[src/rtl/flasher_pkg.sv]
// Shared definitions for blocks that drive or observe a Bound_Flasher lamp bar.
package flasher_pkg;

  typedef enum logic [2:0] {
    IDLE,
    SETTLE,
    PULSE,
    WAIT_START,
    RUN,
    DONE,
    ERR
  } state_e;

  localparam int DEF_N             = 4;
  localparam int DEF_LAMPS         = 16;
  localparam int DEF_FLICK_CYC     = 2;
  localparam int DEF_SETTLE_CYC    = 4;
  localparam int DEF_START_TIMEOUT = 8;
  localparam int DEF_RUN_TIMEOUT   = 255;

  function automatic int max_of(input int a, input int b);
    return (a > b) ? a : b;
  endfunction

endpackage

[src/rtl/rr_arbiter.sv]
// Combinational round-robin pick: first set request at or after ptr, wrapping.
module rr_arbiter #(
  parameter int N  = 4,
  parameter int PW = (N > 1) ? $clog2(N) : 1
) (
  input  logic [N-1:0]  req,
  input  logic [PW-1:0] ptr,
  output logic [N-1:0]  pick,
  output logic [PW-1:0] pick_idx,
  output logic          valid
);

  logic [PW-1:0] idx;

  always_comb begin
    pick     = '0;
    pick_idx = '0;
    valid    = 1'b0;
    idx      = '0;
    for (int off = 0; off < N; off++) begin
      idx = PW'((int'(ptr) + off) % N);
      if (!valid && req[idx]) begin
        valid     = 1'b1;
        pick[idx] = 1'b1;
        pick_idx  = idx;
      end
    end
  end

endmodule

[src/rtl/flasher_flick_sched.sv]
// Shares one Bound_Flasher between N requesters: grants round-robin, waits for a dark
// bar, pulses flick, tracks the run on lamp and reports done/err to the owner.
module flasher_flick_sched
  import flasher_pkg::*;
#(
  parameter int N             = DEF_N,
  parameter int LAMPS         = DEF_LAMPS,
  parameter int FLICK_CYC     = DEF_FLICK_CYC,
  parameter int SETTLE_CYC    = DEF_SETTLE_CYC,
  parameter int START_TIMEOUT = DEF_START_TIMEOUT,
  parameter int RUN_TIMEOUT   = DEF_RUN_TIMEOUT
) (
  input  logic             clk,
  input  logic             rst,
  input  logic [N-1:0]     req,
  input  logic [N-1:0]     kick,
  input  logic [LAMPS-1:0] lamp,
  output logic [N-1:0]     gnt,
  output logic [N-1:0]     done,
  output logic [N-1:0]     err,
  output logic             flick,
  output logic             busy
);

  localparam int PW      = (N > 1) ? $clog2(N) : 1;
  localparam int CNT_MAX = max_of(max_of(FLICK_CYC, SETTLE_CYC),
                                  max_of(START_TIMEOUT, RUN_TIMEOUT));
  localparam int CNT_W   = $clog2(CNT_MAX + 1);

  state_e           state_q, state_d;
  logic [CNT_W-1:0] cnt_q, cnt_d;
  logic [CNT_W-1:0] kcnt_q, kcnt_d;
  logic [PW-1:0]    ptr_q, ptr_d;
  logic [PW-1:0]    owner_q, owner_d;
  logic [N-1:0]     gnt_q, gnt_d;
  logic [N-1:0]     done_q, done_d;
  logic [N-1:0]     err_q, err_d;
  logic             flick_q, flick_d;
  logic             busy_q, busy_d;

  logic [N-1:0]     pick;
  logic [PW-1:0]    pick_idx;
  logic             pick_vld;
  logic             dark;

  assign dark = (lamp == '0);

  rr_arbiter #(.N(N), .PW(PW)) u_arb (
    .req      (req),
    .ptr      (ptr_q),
    .pick     (pick),
    .pick_idx (pick_idx),
    .valid    (pick_vld)
  );

  always_comb begin
    state_d = state_q;
    cnt_d   = cnt_q;
    kcnt_d  = kcnt_q;
    ptr_d   = ptr_q;
    owner_d = owner_q;
    gnt_d   = gnt_q;
    done_d  = '0;
    err_d   = '0;
    flick_d = flick_q;
    case (state_q)
      IDLE: begin
        if (pick_vld) begin
          gnt_d   = pick;
          owner_d = pick_idx;
          cnt_d   = '0;
          state_d = SETTLE;
        end
      end
      SETTLE: begin
        if (!dark) begin
          cnt_d = '0;
        end else if (cnt_q == CNT_W'(SETTLE_CYC - 1)) begin
          flick_d = 1'b1;
          cnt_d   = '0;
          state_d = PULSE;
        end else begin
          cnt_d = cnt_q + 1'b1;
        end
      end
      PULSE: begin
        if (cnt_q == CNT_W'(FLICK_CYC - 1)) begin
          flick_d = 1'b0;
          cnt_d   = '0;
          state_d = WAIT_START;
        end else begin
          cnt_d = cnt_q + 1'b1;
        end
      end
      WAIT_START: begin
        if (!dark) begin
          cnt_d   = '0;
          kcnt_d  = '0;
          state_d = RUN;
        end else if (cnt_q == CNT_W'(START_TIMEOUT - 1)) begin
          err_d   = gnt_q;
          state_d = ERR;
        end else begin
          cnt_d = cnt_q + 1'b1;
        end
      end
      RUN: begin
        // Dark ends the run even if a kick pulse is still in flight.
        if (dark) begin
          done_d  = gnt_q;
          flick_d = 1'b0;
          state_d = DONE;
        end else if (cnt_q == CNT_W'(RUN_TIMEOUT - 1)) begin
          err_d   = gnt_q;
          flick_d = 1'b0;
          state_d = ERR;
        end else begin
          cnt_d = cnt_q + 1'b1;
          if (flick_q) begin
            if (kcnt_q == CNT_W'(FLICK_CYC - 1)) begin
              flick_d = 1'b0;
              kcnt_d  = '0;
            end else begin
              kcnt_d = kcnt_q + 1'b1;
            end
          end else if (kick[owner_q]) begin
            flick_d = 1'b1;
            kcnt_d  = '0;
          end
        end
      end
      DONE, ERR: begin
        gnt_d   = '0;
        flick_d = 1'b0;
        ptr_d   = (owner_q == PW'(N - 1)) ? '0 : owner_q + 1'b1;
        state_d = IDLE;
      end
      default: begin
        state_d = IDLE;
      end
    endcase
    busy_d = (state_d != IDLE);
  end

  always_ff @(posedge clk or posedge rst) begin
    if (rst) begin
      state_q <= IDLE;
      cnt_q   <= '0;
      kcnt_q  <= '0;
      ptr_q   <= '0;
      owner_q <= '0;
      gnt_q   <= '0;
      done_q  <= '0;
      err_q   <= '0;
      flick_q <= 1'b0;
      busy_q  <= 1'b0;
    end else begin
      state_q <= state_d;
      cnt_q   <= cnt_d;
      kcnt_q  <= kcnt_d;
      ptr_q   <= ptr_d;
      owner_q <= owner_d;
      gnt_q   <= gnt_d;
      done_q  <= done_d;
      err_q   <= err_d;
      flick_q <= flick_d;
      busy_q  <= busy_d;
    end
  end

  assign gnt   = gnt_q;
  assign done  = done_q;
  assign err   = err_q;
  assign flick = flick_q;
  assign busy  = busy_q;

endmodule

[config.mk]
export PLATFORM = sky130hd
export DESIGN_NAME = flasher_flick_sched
export DESIGN_NICKNAME = d
export VERILOG_FILES = /design/src/rtl/flasher_pkg.sv /design/src/rtl/rr_arbiter.sv /design/src/rtl/flasher_flick_sched.sv
export SDC_FILE = /design/constraint.sdc
export NUM_CORES = 1
export LEC_CHECK = 0
export BUFFER_PORTS_ARGS = -buffer_cell sky130_fd_sc_hd__buf_2
export CORE_AREA = 2 2 74 76
export CTS_CLUSTER_DIAMETER = 40
export DETAILED_ROUTE_END_ITERATION = 7
export DIE_AREA = 0 0 76 78
export GPL_TIMING_DRIVEN = 0
export PLACE_DENSITY = 0.8
export SLEW_MARGIN = 20
export SYNTH_ARGS = -nofsm -noshare
export SYNTH_HDL_FRONTEND = slang
export SYNTH_HIERARCHICAL = 1
export SYNTH_SLANG_ARGS = --single-unit
[constraint.sdc]
create_clock -name clk -period 3.37 [get_ports clk]
set_clock_uncertainty 0.2 [all_clocks]
set_input_delay 0.1685 -clock clk [delete_from_list [all_inputs] [get_ports clk]]
set_output_delay 0.1685 -clock clk [all_outputs]
set_load 0.01 [all_outputs]
# After elaboration in Yosys (flattened, before gate mapping)
# Cells that the tools add are included.
[totals]
register_bits = 37
latchBits = 0
ram_bits = 0
romBits = 0
inputBits = 26
wordCells = 146
memories = 0
[classes]
addsub = 6
mul = 0
div_mod_pow = 0
n_lt_le_gt_ge = 9
n_eq_ne = 21
shifts = 0
muxes = 74
bitwise = 3
reduce_logical = 23
[ops]
columns = ["operator", "n"]
rows = [
  ["two-way mux 8 bit", 14],
  ["two-way mux 4 bit", 11],
  ["case mux 8 bit (5 select lines)", 1],
  ["two-way mux 3 bit", 8],
  ["two-way mux 1 bit", 21],
  ["adder 8 x 1 -> 8 bit, second input constant", 2],
  ["equality test 8 x 1 -> 1 bit, second input constant", 2],
  ["logical NOT 16 bit", 1],
  ["case mux 4 bit (2 select lines)", 2],
  ["case mux 8 bit (2 select lines)", 1],
  ["less-than comparator 2 x 3 -> 1 bit, second input constant", 5],
  ["case mux 3 bit (5 select lines)", 1],
  ["inequality test 2 bit, second input constant", 7],
  ["bitwise OR 4 bit", 3],
  ["binary-select mux 1 bit (select 2 bit)", 5],
  ["two-way mux 2 bit", 5],
  ["AND reduction 5 bit", 2],
  ["equality test 3 bit, second input constant", 3],
  ["demux 1 bit (select 2 bit)", 4],
  ["equality test 8 x 2 -> 1 bit, second input constant", 1],
  ["equality test 8 x 3 -> 1 bit, second input constant", 1],
  ["equality test 8 bit, second input constant", 1],
  [">= comparator 2 x 1 -> 1 bit, second input constant", 4],
  ["logical AND 1 bit", 7],
  ["other kinds (16)", 24],
]

# Logic depth before layout (Yosys ltp)
[depth]
depth_word = 15
mapped_depth = 13
ltp_nobuf = 11

# Modules after synthesis
# The synthesis kept the hierarchy.
[modules_own_cells]
columns = ["mod", "instances", "cells_each", "area_per_inst_um2", "seq_area_each_um2"]
rows = [
  ["flasher_flick_sched", 1, 201, 2053.2, 925.9],
  ["rr_arbiter", 1, 45, 422.9, 0.0],
]

# Least setup slack after synthesis
# No wires, ideal clock.
[synth_path]
kind = "reg-to-reg"
startpoint = "register ptr_q[0]"
endpoint = "register cnt_q[0]"
arrival_ns = 2.436
t_required_ns = 3.045
setup_slack_ns = 0.609
path_stages_with_launch = 14
path_cell_list = "dfrtp_1 > buf_6 > inv_1 > ha_1 > mux4_2 > buf_6 > nor3_1 > nand2b_1 > nor2_1 > mux2i_1 > nor2b_2 > o21ai_4 > nor2_4 > mux2_4"
[synth_via]
elab_chain_len = 14
word_cells_on_any_way = 23
cone_classes = "add/sub: 3; eq/ne: 1; mux: 12; reduce/logical: 7"
[synth_lines]
columns = ["item", "line", "source"]
rows = [
  ["start, declared", "flasher_flick_sched.sv:33", "logic [PW-1:0] ptr_q, ptr_d;"],
  ["start signal, assigned", "flasher_flick_sched.sv:161", "ptr_q <= ptr_d;"],
  ["branches (longest 11 deep; another with adder 2 x 1 -> 2 bit)", "n/a", ""],
  ["two-way mux 1 bit *", "rr_arbiter.sv:22", "if (!valid && req[idx]) begin"],
  ["named net pick_vld", "flasher_flick_sched.sv:43", "logic pick_vld;"],
  ["inequality test 2 bit (no line) *", "n/a", ""],
  ["AND reduction 5 bit (no line) *", "n/a", ""],
  ["end signal, assigned", "flasher_flick_sched.sv:159", "cnt_q <= cnt_d;"],
  ["end, declared", "flasher_flick_sched.sv:31", "logic [CNT_W-1:0] cnt_q, cnt_d;"],
]
# Mark *: on every way through the listed nets, which the timed path passes. The select of a mux whose other input is x is not followed.
# A chain may end at the register's enable or synchronous reset.

# Final worst setup path
# Same ends and word-level chain as after synthesis.

==> out/summary.txt <==
wirelength, routed = 5.06 mm
critical path peak fanout = 10
Finish-stage setup viols = 0
non-filler instance count after layout = 364
met1 usage = 21.7%
Chip Height = 78 µm
Clock Latency Late Sink = 0.29 ns
Post-Place Cells = 355
Unique masters post-synth = 56
final setup margin = 0.253 ns
most common cell in the netlist = dfrtp_1
CP dominant cell by count = buf_6
min Tclk post-route = 3.12 ns
VDD IR max = 143 µV
layout cell share with drive strength beyond 1 = 28.2%
Sink Count = 37
detail-routed net length per standard cell = 13.9 µm
Initial Util = 49.1%
HPWL after DPL = 3.78 mm
Total Routing Usage GR = 18.1%
post-synth top area cell = dfrtp_1
Post-Synthesis Cells = 246
IO Pins = 40
IO buf count = 39
top-area cell type share of the netlist area = 37.4%
vias per cell = 5.74
Avg Cell Area, Syn = 10.1 µm²
n_diodes = 0
first-pass GRT wire length = 8.90 mm
pin count of the biggest net entering global routing = 38
final slew viol count = 0
Arr. time, crit path = 3.10 ns
clock buffer depth = 2
via count = 2089
Top FF cell, synth = dfrtp_1
post-placement worst setup slack = 0.294 ns
CTS Buf Count = 5
Fmax = 0.321 GHz
die width = 76 µm
Hold Violations, Final = 0
Worst Hold Slack = 0.265 ns
startpoint types = flip-flop
CP cell instances = buf_6, inv_1, ha_1, mux4_2, buf_6, nor3_1, nand2b_1, nor2_1, mux2i_1, nor2b_2, o21ai_4, nor2_4, mux2_4
# rows = 26
Slew @ Worst Pin = 0.752 ns
core area = 5040 µm²
DRT iter0 DRCs = 123
Max H-tree Level = 2
GRT overflow = 0
max capacitance violation total = 0
status = completed
first drt pass iteration count = 5
Setup CP Type = reg -> reg
setup TNS = 0 ns
P per Cell Area = 338 nW/µm²
post-synthesis sequential area ratio = 37.4%
root buffer cell = clkbuf_8
Crit path largest cell delay = 0.44 ns
Post-synth EDFFs = 0
grt met2 use = 32.1%
Mapped Nets = 283
full die area = 5930 µm²
total power = 0.975 mW
antenna violations before repair = 0
GP Congestion = 0.834
asr flop ratio synth = 100%
Synth Cell Area = 2480 µm²
Yosys reg bits = 37
synth warn = 6
CP max-delay cell = dfrtp_1
Max transition margin = 49.8%
DRC violations left = 0
Clock Pin Slew Worst Setup and Hold Paths = 0.07 ns
Layout area overhead = 16.7%
Req. time, crit path = 3.35 ns
met3 usage = 4.19%
unrepaired setup endpoints after global routing = false
critical path endpoint category = flip-flop
Post-synth top cells = 37 x dfrtp_1, 22 x nor2_1, 18 x o21ai_0
vias in the first global route = 2029
# nets final = 330
leakage = 1.33 nW
HP Class = in -> reg
CTS tree = done
final worst path period share = 92.5%
gr busiest metal = met2
Synth area leaders = dfrtp_1 37%, ha_1 5.6%, o21ai_0 3.6%, nor2_1 3.3%, mux4_1 3.2%
Antenna Nets Post-Route = 0
metrics by stage:
step	instance area, µm²	util [%]
floorplan	2480	-
global placement	2760	54.7
detailed placement	2760	54.7
CTS	2890	57.3
global route	2890	57.3
finish	2890	57.3
flip-flops by register name (all words and copies together), names as in the netlist, 2 cells and up:
signal,count
cnt_q,8
kcnt_q,8
done,4
err,4
gnt,4
state_q,3
owner_q,2
ptr_q,2
per-layer routing:
metal	routed length (µm)	share of wire (%)
met4	100	2.0
met3	198	3.9
met5	0	0
met2	2640	52
met1	2120	42
what timing repair did:
| item | in CTS | in global routing |
|---|---|---|
| hold buffers | 1 | 0 |
| setup endpoints to repair | 0 | 0 |
| setup buffers | 0 | 0 |
| gates resized for setup | 0 | 0 |
| hold endpoints to repair | 37 | 0 |
kinds of logic after synthesis:
group | Yosys count | synth area share (%)
AOI/OAI and AO/OA | 69 | 20.4
xor gates and xnor gates | 1 | 0.354
adders and majority gates | 11 | 5.56
buffers and inverters | 21 | 4.19
DFF | 37 | 37.4
muxes | 14 | 9.15
and+or+nand+nor | 93 | 22.9
report_power, final:
| part | switching, mW | total (mW) | internal [mW] | leakage [nW] |
|---|---|---|---|---|
| combinational | 0.0485 | 0.0985 | 0.0499 | 0.793 |
| sequential | 0.0157 | 0.474 | 0.458 | 0.480 |
| clock | 0.163 | 0.403 | 0.241 | 0.0574 |
| total | 0.227 | 0.975 | 0.749 | 1.33 |
worst max-delay path, delay by kind of cell, from the launching register on:
family | cells | cell delay (ns)
flip-flops | 1 | 0.44
multiplexers | 3 | 0.69
AND/OR/NAND/NOR | 5 | 0.77
adder cells (fa/ha/maj) | 1 | 0.36
AO/OA/AOI/OAI | 1 | 0.12
buffers and inverters | 3 | 0.42
layout by cell type, fill, tap and decap left out, types with 2 or more instances in the layout:
master | synthesis | routed
mux2_2 | 6 | 6
nand2_1 | 13 | 13
o21ai_1 | 3 | 3
nor2b_1 | 4 | 4
nor2_1 | 22 | 22
buf_2 | 2 | 41
nor4_2 | 4 | 4
nand4_1 | 3 | 3
o41ai_1 | 2 | 2
o21ai_0 | 18 | 18
buf_6 | 3 | 3
a22oi_1 | 9 | 9
dfrtp_1 | 37 | 37
and2_1 | 8 | 8
clkbuf_1 | 3 | 3
nand3_1 | 10 | 10
a2bb2oi_1 | 2 | 2
a21oi_1 | 9 | 9
and3_1 | 7 | 7
o31ai_1 | 4 | 4
mux2i_1 | 2 | 2
mux4_2 | 2 | 2
nor3_1 | 4 | 4
a22o_1 | 8 | 8
or3_1 | 2 | 2
nor4_1 | 2 | 2
ha_1 | 11 | 11
nor3_2 | 4 | 4
mux4_1 | 3 | 3
inv_1 | 13 | 12
clkbuf_8 | 0 | 6
final timing paths:
path                            slack, ns      start  cells past startpoint         to
max in group asynchronous            2.14        rst                      3   cnt_q[6]
min in group asynchronous            0.35        rst                      3  kcnt_q[7]
worst min register to register       0.31  kcnt_q[7]                      1  kcnt_q[7]
worst min-delay path                 0.26   lamp[14]                      6   cnt_q[3]
worst max register to register       0.25   ptr_q[0]                     13   cnt_q[0]
worst max-delay path                 0.25   ptr_q[0]                     13   cnt_q[0]
layout make-up:
| class | count | area (µm²) |
|---|---|---|
| plain buffers | 8 | 55.1 |
| clock buffers | 6 | 82.6 |
| clock inverters | 2 | 37.5 |
| fillers | 431 | 2150 |
| inverters | 13 | 48.8 |
| multi-input cells | 188 | 1450 |
| flip-flops and latches | 37 | 926 |
| well taps | 70 | 87.6 |
| repair buffers | 40 | 205 |
Note: power is estimated with default switching activity, not from simulation.
